$ cat src/rtl/longframe_pkg.sv
// Shared definitions for the long-frame strobe generator and receiver.
package longframe_pkg;
  localparam int LF_FRAME_LEN = 256;
  localparam int LF_DELAY     = 8;

  typedef enum logic [1:0] {
    HUNT,
    CHECK,
    LOCKED
  } lf_state_e;
endpackage

$ cat src/rtl/longframe_slot_ctr.sv
// Modulo-FRAME_LEN slot counter with synchronous clear, enable, wrap flag and look-ahead value.
import longframe_pkg::*;

module longframe_slot_ctr #(
  parameter int FRAME_LEN = LF_FRAME_LEN,
  parameter int CW        = $clog2(FRAME_LEN)
) (
  input  logic          clk_i,
  input  logic          rst_i,
  input  logic          clr_i,
  input  logic          en_i,
  output logic [CW-1:0] cnt_o,
  output logic [CW-1:0] nxt_o,
  output logic          wrap_o
);
  logic [CW-1:0] cnt_q, cnt_d;

  assign wrap_o = (cnt_q == CW'(FRAME_LEN - 1));
  assign nxt_o  = wrap_o ? '0 : cnt_q + 1'b1;
  assign cnt_o  = cnt_q;

  always_comb begin
    cnt_d = cnt_q;
    if (clr_i)     cnt_d = '0;
    else if (en_i) cnt_d = nxt_o;
  end

  always_ff @(posedge clk_i) begin
    if (rst_i) cnt_q <= '0;
    else       cnt_q <= cnt_d;
  end
endmodule

$ cat src/rtl/longframe_sync_rx.sv
// Long-frame strobe synchroniser: hunt for a rise, verify LOCK_FRAMES frames, then flywheel.
// Define LONGFRAME_SYNC_RX_STATS_EN to add the err_count and lock_count statistics outputs.
import longframe_pkg::*;

module longframe_sync_rx #(
  parameter int FRAME_LEN   = LF_FRAME_LEN,
  parameter int DELAY       = LF_DELAY,
  parameter int LOCK_FRAMES = 2,
  parameter int MISS_FRAMES = 3,
  parameter int CW          = $clog2(FRAME_LEN)
) (
  input  logic          clk,
  input  logic          rst,
  input  logic          strb,
  output logic          frame_start,
  output logic [CW-1:0] slot_cnt,
  output logic          locked,
  output logic          sync_err
`ifdef LONGFRAME_SYNC_RX_STATS_EN
  ,
  output logic [15:0]   err_count,
  output logic [7:0]    lock_count
`endif
);
  localparam int GW = $clog2(LOCK_FRAMES + 1);
  localparam int MW = $clog2(MISS_FRAMES + 1);

  lf_state_e     state_q, state_d;
  logic          strb_q;
  logic          fs_q, fs_d;
  logic          err_q, err_d;
  logic          locked_q;
  logic          mis_q, mis_d;
  logic [GW-1:0] good_q, good_d;
  logic [MW-1:0] miss_q, miss_d;
  logic          clr, en, rise, mm, eof;
  logic [CW-1:0] nxt;
  logic          wrap;

  longframe_slot_ctr #(
    .FRAME_LEN (FRAME_LEN),
    .CW        (CW)
  ) u_slot (
    .clk_i  (clk),
    .rst_i  (rst),
    .clr_i  (clr),
    .en_i   (en),
    .cnt_o  (slot_cnt),
    .nxt_o  (nxt),
    .wrap_o (wrap)
  );

  // nxt is the slot of the sample being taken at this edge when the counter advances.
  assign rise = strb & ~strb_q;
  assign mm   = (strb != (nxt < CW'(DELAY)));
  assign eof  = (nxt == CW'(FRAME_LEN - 1));

  always_comb begin
    state_d = state_q;
    clr     = 1'b0;
    en      = 1'b0;
    fs_d    = 1'b0;
    err_d   = 1'b0;
    mis_d   = mis_q;
    good_d  = good_q;
    miss_d  = miss_q;
    unique case (state_q)
      HUNT: begin
        clr = 1'b1;
        if (rise) begin
          state_d = CHECK;
          fs_d    = 1'b1;
          good_d  = '0;
          mis_d   = 1'b0;
        end
      end
      CHECK: begin
        if (mm) begin
          // An early rise re-aligns straight into a fresh frame instead of hunting again.
          err_d  = 1'b1;
          clr    = 1'b1;
          good_d = '0;
          mis_d  = 1'b0;
          if (rise) fs_d = 1'b1;
          else      state_d = HUNT;
        end else begin
          en   = 1'b1;
          fs_d = wrap;
          if (eof) begin
            if (int'(good_q) < LOCK_FRAMES) good_d = good_q + 1'b1;
            if (int'(good_q) + 1 >= LOCK_FRAMES) begin
              state_d = LOCKED;
              miss_d  = '0;
            end
          end
        end
      end
      LOCKED: begin
        en    = 1'b1;
        fs_d  = wrap;
        mis_d = wrap ? mm : (mis_q | mm);
        if (eof) begin
          if (mis_q | mm) begin
            err_d = 1'b1;
            if (int'(miss_q) < MISS_FRAMES) miss_d = miss_q + 1'b1;
            if (int'(miss_q) + 1 >= MISS_FRAMES) state_d = HUNT;
          end else begin
            miss_d = '0;
          end
        end
      end
      default: state_d = HUNT;
    endcase
  end

  // locked follows the state one sample late so it rises with the first flywheel frame_start.
  always_ff @(posedge clk) begin
    if (rst) begin
      state_q  <= HUNT;
      strb_q   <= 1'b0;
      fs_q     <= 1'b0;
      err_q    <= 1'b0;
      locked_q <= 1'b0;
      mis_q    <= 1'b0;
      good_q   <= '0;
      miss_q   <= '0;
    end else begin
      state_q  <= state_d;
      strb_q   <= strb;
      fs_q     <= fs_d;
      err_q    <= err_d;
      locked_q <= (state_q == LOCKED);
      mis_q    <= mis_d;
      good_q   <= good_d;
      miss_q   <= miss_d;
    end
  end

  assign frame_start = fs_q;
  assign sync_err    = err_q;
  assign locked      = locked_q;

`ifdef LONGFRAME_SYNC_RX_STATS_EN
  logic [15:0] err_cnt_q;
  logic [7:0]  lock_cnt_q;

  always_ff @(posedge clk) begin
    if (rst) begin
      err_cnt_q  <= '0;
      lock_cnt_q <= '0;
    end else begin
      if (err_d && (err_cnt_q != 16'hFFFF)) err_cnt_q <= err_cnt_q + 1'b1;
      if ((state_q != LOCKED) && (state_d == LOCKED) && (lock_cnt_q != 8'hFF))
        lock_cnt_q <= lock_cnt_q + 1'b1;
    end
  end

  assign err_count  = err_cnt_q;
  assign lock_count = lock_cnt_q;
`endif
endmodule
$ cat config.mk
export PLATFORM = sky130hd
export DESIGN_NAME = longframe_sync_rx
export DESIGN_NICKNAME = d
export VERILOG_FILES = /design/src/rtl/longframe_pkg.sv /design/src/rtl/longframe_slot_ctr.sv /design/src/rtl/longframe_sync_rx.sv
export SDC_FILE = /design/constraint.sdc
export NUM_CORES = 1
export LEC_CHECK = 0
export BUFFER_PORTS_ARGS = -buffer_cell sky130_fd_sc_hd__buf_2
export CAP_MARGIN = 10
export CELL_PAD_IN_SITES_DETAIL_PLACEMENT = 1
export CELL_PAD_IN_SITES_GLOBAL_PLACEMENT = 1
export CORE_AREA = 4 4 77 79
export CTS_BUF_LIST = sky130_fd_sc_hd__clkbuf_4 sky130_fd_sc_hd__clkbuf_8
export DETAILED_ROUTE_END_ITERATION = 10
export DIE_AREA = 0 0 81 83
export HOLD_SLACK_MARGIN = 0.1
export PLACE_DENSITY = 0.56
export RECOVER_POWER = 50
export SLEW_MARGIN = 40
export SYNTH_ARGS = -nofsm -noshare
export SYNTH_HDL_FRONTEND = slang
export SYNTH_SLANG_ARGS = --single-unit
$ cat constraint.sdc
create_clock -name clk -period 3.1 [get_ports clk]
set_input_delay 0.31 -clock clk [delete_from_list [all_inputs] [get_ports clk]]
set_output_delay 0.31 -clock clk [all_outputs]
set_load 0.03 [all_outputs]
**After elaboration in Yosys (flattened, before gate mapping)**

Cells that the tools add are included.
Widths: inputs -> output; s select.

- Flip-flop bits (word level): 19
- Input port bits: 3
- Output and inout bits: 11

- Add/sub/neg operators: 5
- $lt $le $gt $ge: 5
- Eq/ne operators: 18
- Multiplexer cells: 36
- Bitwise operators: 3
- Reduce and logical (&&, ||, !) cells: 9

Operator list:

| kind | count |
|---|---|
| $mux 2 | 18 |
| $eq 8x8->1 const B | 2 |
| $ne 2x2->1 const B | 8 |
| $ne 3x3->1 const B | 5 |
| $mux 1 | 9 |
| $add 8x1->8 const B | 1 |
| $lt 8x4->1 const B | 1 |
| $mux 8 | 1 |
| $pmux 2 s2 | 2 |
| $reduce_and 7->1 | 1 |
| $add 2x1->3 const B | 2 |
| $ge 3x2->1 const B | 2 |
| $pmux 1 s2 | 3 |
| $pmux 1 s3 | 2 |
| $pmux 2 s3 | 1 |
| $reduce_and 6->1 | 1 |
| $add 2x1->2 const B | 2 |
| $lt 2x2->1 const B | 2 |
| $reduce_and 4->1 | 1 |
| $reduce_bool 2->1 | 2 |
| $reduce_and 3->1 | 1 |
| $reduce_bool 3->1 | 1 |
| $eq 2x1->1 const B | 1 |
| $eq 2x2->1 const B | 1 |
| other kinds (6) | 6 |

**Depth between registers and ports, before layout**

- Depth in word-level cells: 8
- Gate-level depth with buffers: 9
- Mapped depth without buffers: 8

**Hierarchy**

From an unflattened synthesis, not the netlist that was laid out.

- Cells, all modules: 165
- Area total of the unflattened synthesis: 1322.5 um2

Modules (own cells, without submodules):

| module | instances | cells each | area each (um2) |
|---|---|---|---|
| longframe_sync_rx | 1 | 100 | 820.8 |
| longframe_slot_ctr | 1 | 65 | 501.7 |

**Least setup slack after synthesis**

No wires, ideal clock.

- Path type: register to register
- Start: register u_slot.cnt_q[0], in the netlist u_slot.cnt_o[0]
- End: register u_slot.cnt_q[0], in the netlist u_slot.cnt_o[0]
- Arrival: 2.400 ns
- Data required time: 3.030 ns
- Setup slack: 0.630 ns
- Cell stages (with the launch flop): 8
- Buffers on the path: 0
- Clock period less this slack: 2.470 ns
- Cell sequence: dfxtp_1 ha_1 nand3_2 mux2i_2 nor3_2 or3_4 a311o_2 a21oi_1

- Cells in the longest elaborated chain, start to end: 7

RTL lines:

| what | RTL line | text |
|---|---|---|
| start: declaration | longframe_slot_ctr.sv:16 | `logic [CW-1:0] cnt_q, cnt_d;` |
| start signal: assignment | longframe_slot_ctr.sv:30 | `else cnt_q <= cnt_d;` |
| $add 8x1->8 or $eq 8x8->1 (tied branches) | longframe_slot_ctr.sv:19, longframe_slot_ctr.sv:18 |  |
| $mux 8 (*) | longframe_slot_ctr.sv:19 | `assign nxt_o = wrap_o ? '0 : cnt_q + 1'b1;` |
| $lt 8x4->1 | longframe_sync_rx.sv:55 | `assign mm = (strb != (nxt < CW'(DELAY)));` |
| $ne 1x1->1 | longframe_sync_rx.sv:55 |  |
| $mux 1 | longframe_sync_rx.sv:78 | `if (mm) begin` |
| $pmux 1 s2 | longframe_sync_rx.sv:67 | `unique case (state_q)` |
| $reduce_or 2->1 (no source line) | - |  |

Mark *: on every way between the ends. The rest lies on a longest branch, timed or not.
A chain may end at the register's enable or synchronous reset.

**Worst setup path in the final report**

- Start: register u_slot.cnt_q[1], in the netlist u_slot.cnt_o[1]
- End: register u_slot.cnt_q[3], in the netlist u_slot.cnt_o[3]

Same word-level chain as after synthesis.

==> metrics.log <==
[metrics] vertical extent of the die: 83 um
[metrics] Post-Syn Nets: 196
[metrics] Async S/R FF share, synth: 0%
[metrics] Syn. warnings: 0
[metrics] Most Used Layer, Global Route: met2
[metrics] xor/xnor cell area share of the yosys netlist: 2.26%
[metrics] number of input and output port buffers inserted: 13
[metrics] first-iteration detailed-routing DRC count: 99
[metrics] area share of fa/ha/maj cells after synthesis: 8.08%
[metrics] Detail Route Antenna Nets: 0
[metrics] Most common cell on crit path: sky130_fd_sc_hd__a21oi_1
[metrics] detailed-route wire length: 4410 um
[metrics] worst skew pair latency: 0.26 ns
[metrics] Longest Clk Path Bufs: 2
[metrics] area of the core: 5340 sq um
[metrics] data arrival time at the worst-slack endpoint: 2.94 ns
[metrics] DIE WIDTH: 81 um
[metrics] Clock transition at path regs: 0.08 ns
[metrics] FF+latch count, synth: 19
[metrics] number of hold buffers added after cts: 0
[metrics] PostCTS Resize Cnt: 0
[metrics] net switching power: 0.212 mW
[metrics] number of nets in the final layout: 207
[metrics] number of instances in the synthesized netlist: 183
[metrics] Switching Share: 33.7%
[metrics] maximum VDD drop: 158 uV
[metrics] Slowest cell on crit path: sky130_fd_sc_hd__o31ai_2
[metrics] maximum level of the CTS H-tree: 1
[metrics] TNS Setup: 0 ns
[metrics] post-DP HPWL: 3340 um
[metrics] leak pwr: 0.527 nW
[metrics] # rows: 27
[metrics] worst path cell trace: ha_1 -> nand3_1 -> o21ai_1 -> a21oi_1 -> o31ai_2 -> o21ai_0 -> a21oi_1
[metrics] largest family of logic cells by synthesized area: simple AND/OR/NAND/NOR gates
[metrics] Tmin final: 2.75 ns
[metrics] mean post-synth cell area: 8.46 sq um
[metrics] register-to-register setup slack: 0.35 ns
[metrics] number of library cell types mapped by synthesis: 60
[metrics] mux share of post-synthesis cell area: 4.93%
[metrics] setup clock skew after layout: 0.000872 ns
[metrics] P_int: 0.418 mW
[metrics] delay of the slowest cell on the worst path: 0.71 ns
[metrics] relative contribution of combinational cells to total power: 28.4%
[metrics] final hold violations: 0
[metrics] power density normalized to cell area: 375 nW/um^2
[metrics] antenna violations before repair: 0
[metrics] sink count of the clock tree: 19
[metrics] total standard cell area after synthesis: 1550 sq um
[metrics] met1 Resource Use GR: 18.1%
[metrics] routability congestion estimate: 0.860
[metrics] count of pins over their slew limit: 0
[metrics] met2 routing resource usage after global routing: 22.6%
[metrics] master cell of the clock root buffer: sky130_fd_sc_hd__clkbuf_8
[metrics] synth-to-layout area growth: 8.65%
[metrics] effective utilization at floorplan: 29.0%
[metrics] measured slew at the worst slew-check pin: 0.781 ns
[metrics] clock network fraction of design power: 30.5%
[metrics] global-route wire length before repair: 7300 um
[metrics] Final setup violation count: 0
[metrics] average wire length per cell after detail routing: 16.6 um
[metrics] final instance count without filler cells: 265
[metrics] Seq pwr share: 41.1%
[metrics] # DRC: 0
[metrics] overflow left after global routing: 0
[metrics] met3 capacity usage during global routing: 1.63%
[metrics] number of global-route vias before repair: 1499
[metrics] largest net degree at the start of global routing: 16
[metrics] share of the clock period used by the worst path after layout: 88.6%
[metrics] count of flip-flops with a built-in enable after synthesis: 0
[metrics] maximum clock rate: 364 MHz
[metrics] number of filler cells placed in the layout: 674
[metrics] first-pass iteration count of the detailed router: 4
[metrics] element type at the critical path start: flip-flop
[metrics] Max Fanout on Critical Path: 12
[metrics] Required @ worst endpoint: 3.30 ns
[metrics] via count normalized by instance count: 5.46
[metrics] Crit. End Element: flip-flop
[metrics] clock tree from TritonCTS: done
[metrics] antenna diode count: 0
[metrics] count of buffers added by post-CTS timing repair for setup: 0
[metrics] Rel. slew slack: 47.2%
[metrics] count of placed standard cells including taps: 261
[metrics] portion of the post-synthesis area used by sequential elements: 24.6%
[metrics] fraction of layout instances using a drive strength above 1: 11.4%
[metrics] post-route core utilization: 31.5%
[metrics] Setup WS post-layout: 0.354 ns
[metrics] share of the synthesized area in compound gates (AO/OA/AOI/OAI): 26.1%
[metrics] area fraction in and, or, nand and nor cells after synthesis: 26.7%
[metrics] die area: 6720 sq um
[metrics] number of primary I/O pins: 14
[metrics] Primary FF master, synth: sky130_fd_sc_hd__dfxtp_1
[metrics] type of the most critical hold path: input port to flip-flop
[metrics] number of maximum-capacitance violations: 0
[metrics] RSZ-0062 raised after global routing: no
[metrics] Inserted Clock Buffers: 3
[metrics] All-Layer GR Usage: 13.7%
[metrics] result of the run: finished clean
[metrics] overall via count from detail_route: 1447
[metrics] Post-Place Worst Slack: 0.414 ns
[metrics] critical path class: flip-flop to flip-flop
==> final timing paths <==
| path | from | endpoint | cells past startpoint |
|---|---|---|---|
| hold reg to reg | good_q[0] | good_q[0] | 1 |
| hold / removal | strb | strb_q | 2 |
| setup reg to reg | u_slot.cnt_o[1] | u_slot.cnt_o[3] | 7 |
| setup / recovery | u_slot.cnt_o[1] | u_slot.cnt_o[3] | 7 |
==> power by group through the flow <==
stage / clock [mW] / sequential (mW) / combinational [mW]
global placement: 0 / 0.264 / 0.180
global route: 0.208 / 0.261 / 0.197
CTS: 0.203 / 0.259 / 0.183
detailed placement: 0 / 0.265 / 0.182
finish: 0.192 / 0.259 / 0.179
floorplan: 0 / 0.267 / 0.127
==> layer usage <==
metal | up-vias | part of all wire, %
met2 | 27 | 50
li1 | 703 | -
met1 | 710 | 45
met3 | 7 | 3.0
met5 | - | 0
met4 | 0 | 2.1
==> layout by cell type, fill, tap and decap left out, types with 2 or more instances in the layout <==
cell                       netlist  layout
sky130_fd_sc_hd__mux2_2          2       2
sky130_fd_sc_hd__nor2b_1         6       6
sky130_fd_sc_hd__a21oi_1        11      11
sky130_fd_sc_hd__o211ai_1        2       2
sky130_fd_sc_hd__a31oi_1         2       2
sky130_fd_sc_hd__clkbuf_1        4      13
sky130_fd_sc_hd__mux2i_1         4       4
sky130_fd_sc_hd__dfxtp_1        19      19
sky130_fd_sc_hd__nand4_1         5       5
sky130_fd_sc_hd__a32oi_1         2       2
sky130_fd_sc_hd__inv_1          10      10
sky130_fd_sc_hd__clkbuf_8        0       3
sky130_fd_sc_hd__a41o_1          3       3
sky130_fd_sc_hd__ha_1           10      10
sky130_fd_sc_hd__a311oi_2        2       2
sky130_fd_sc_hd__o21ai_0        11      11
sky130_fd_sc_hd__nor3b_1         2       2
sky130_fd_sc_hd__nor2_1          6       6
sky130_fd_sc_hd__or3_1           7       7
sky130_fd_sc_hd__nand2_1        14      14
sky130_fd_sc_hd__nor3_1          6       6
sky130_fd_sc_hd__nand3_1         4       5
sky130_fd_sc_hd__buf_4           3       3
sky130_fd_sc_hd__nand2b_1        5       5
sky130_fd_sc_hd__xnor2_1         2       2
sky130_fd_sc_hd__and2_1          3       3
sky130_fd_sc_hd__xor2_1          2       2
==> critical path: cells and delay by family (launching register included) <==
| family | cells | cell delay [ns] |
|---|---|---|
| AOI/OAI and AO/OA | 5 | 1.61 |
| DFF | 1 | 0.50 |
| adders and majority gates | 1 | 0.33 |
| and+or+nand+nor | 1 | 0.23 |
==> state kept, by name, indices dropped and copies added (netlist names) <==
register	flops
u_slot.cnt_o	8
good_q	2
miss_q	2
state_q	2
frame_start	1
locked	1
mis_q	1
strb_q	1
sync_err	1
==> logic make-up after synthesis <==
logic type / Yosys count
muxes: 7
and+or+nand+nor: 70
AOI/OAI and AO/OA: 52
adders and majority gates: 10
buffers and inverters: 21
xor gates and xnor gates: 4
DFF: 19
==> cell type report <==
type | count | area, sq um | area share (%)
clock buffers | 4 | 48.8 | 2.90
multi-input cells | 143 | 1050 | 62.4
flip-flops and latches | 19 | 380 | 22.6
repair buffers | 17 | 76.3 | 4.54
well taps | 72 | 90.1 | 5.36
inverters | 10 | 37.5 | 2.23
==> cell usage after synthesis (all sizes together) (3+ instances only) <==
cell type	instances	area, sq um
a21oi	12	63.8
a311oi	3	38.8
a41o	3	30.0
and2	3	18.8
buf	7	61.3
clkbuf	4	15.0
dfxtp	19	380
ha	10	125
inv	10	37.5
mux2i	5	53.8
nand2	14	52.6
nand2b	5	31.3
nand3	5	30.0
nand4	5	31.3
nor2	6	22.5
nor2b	6	37.5
nor3	7	40.0
o21ai	12	60.1
or3	8	55.1
==> metrics by stage <==
stage	total power [mW]	hold slack (ns)	cell area, sq um
final	0.630	0.422	1680
after detailed placement	0.447	0.504	1660
after CTS	0.645	0.387	1710
after global routing	0.666	0.420	1680
after global placement	0.445	0.465	1660
after floorplan	0.394	0.451	1550
No activity file was read; power rests on OpenSTA's default activity.
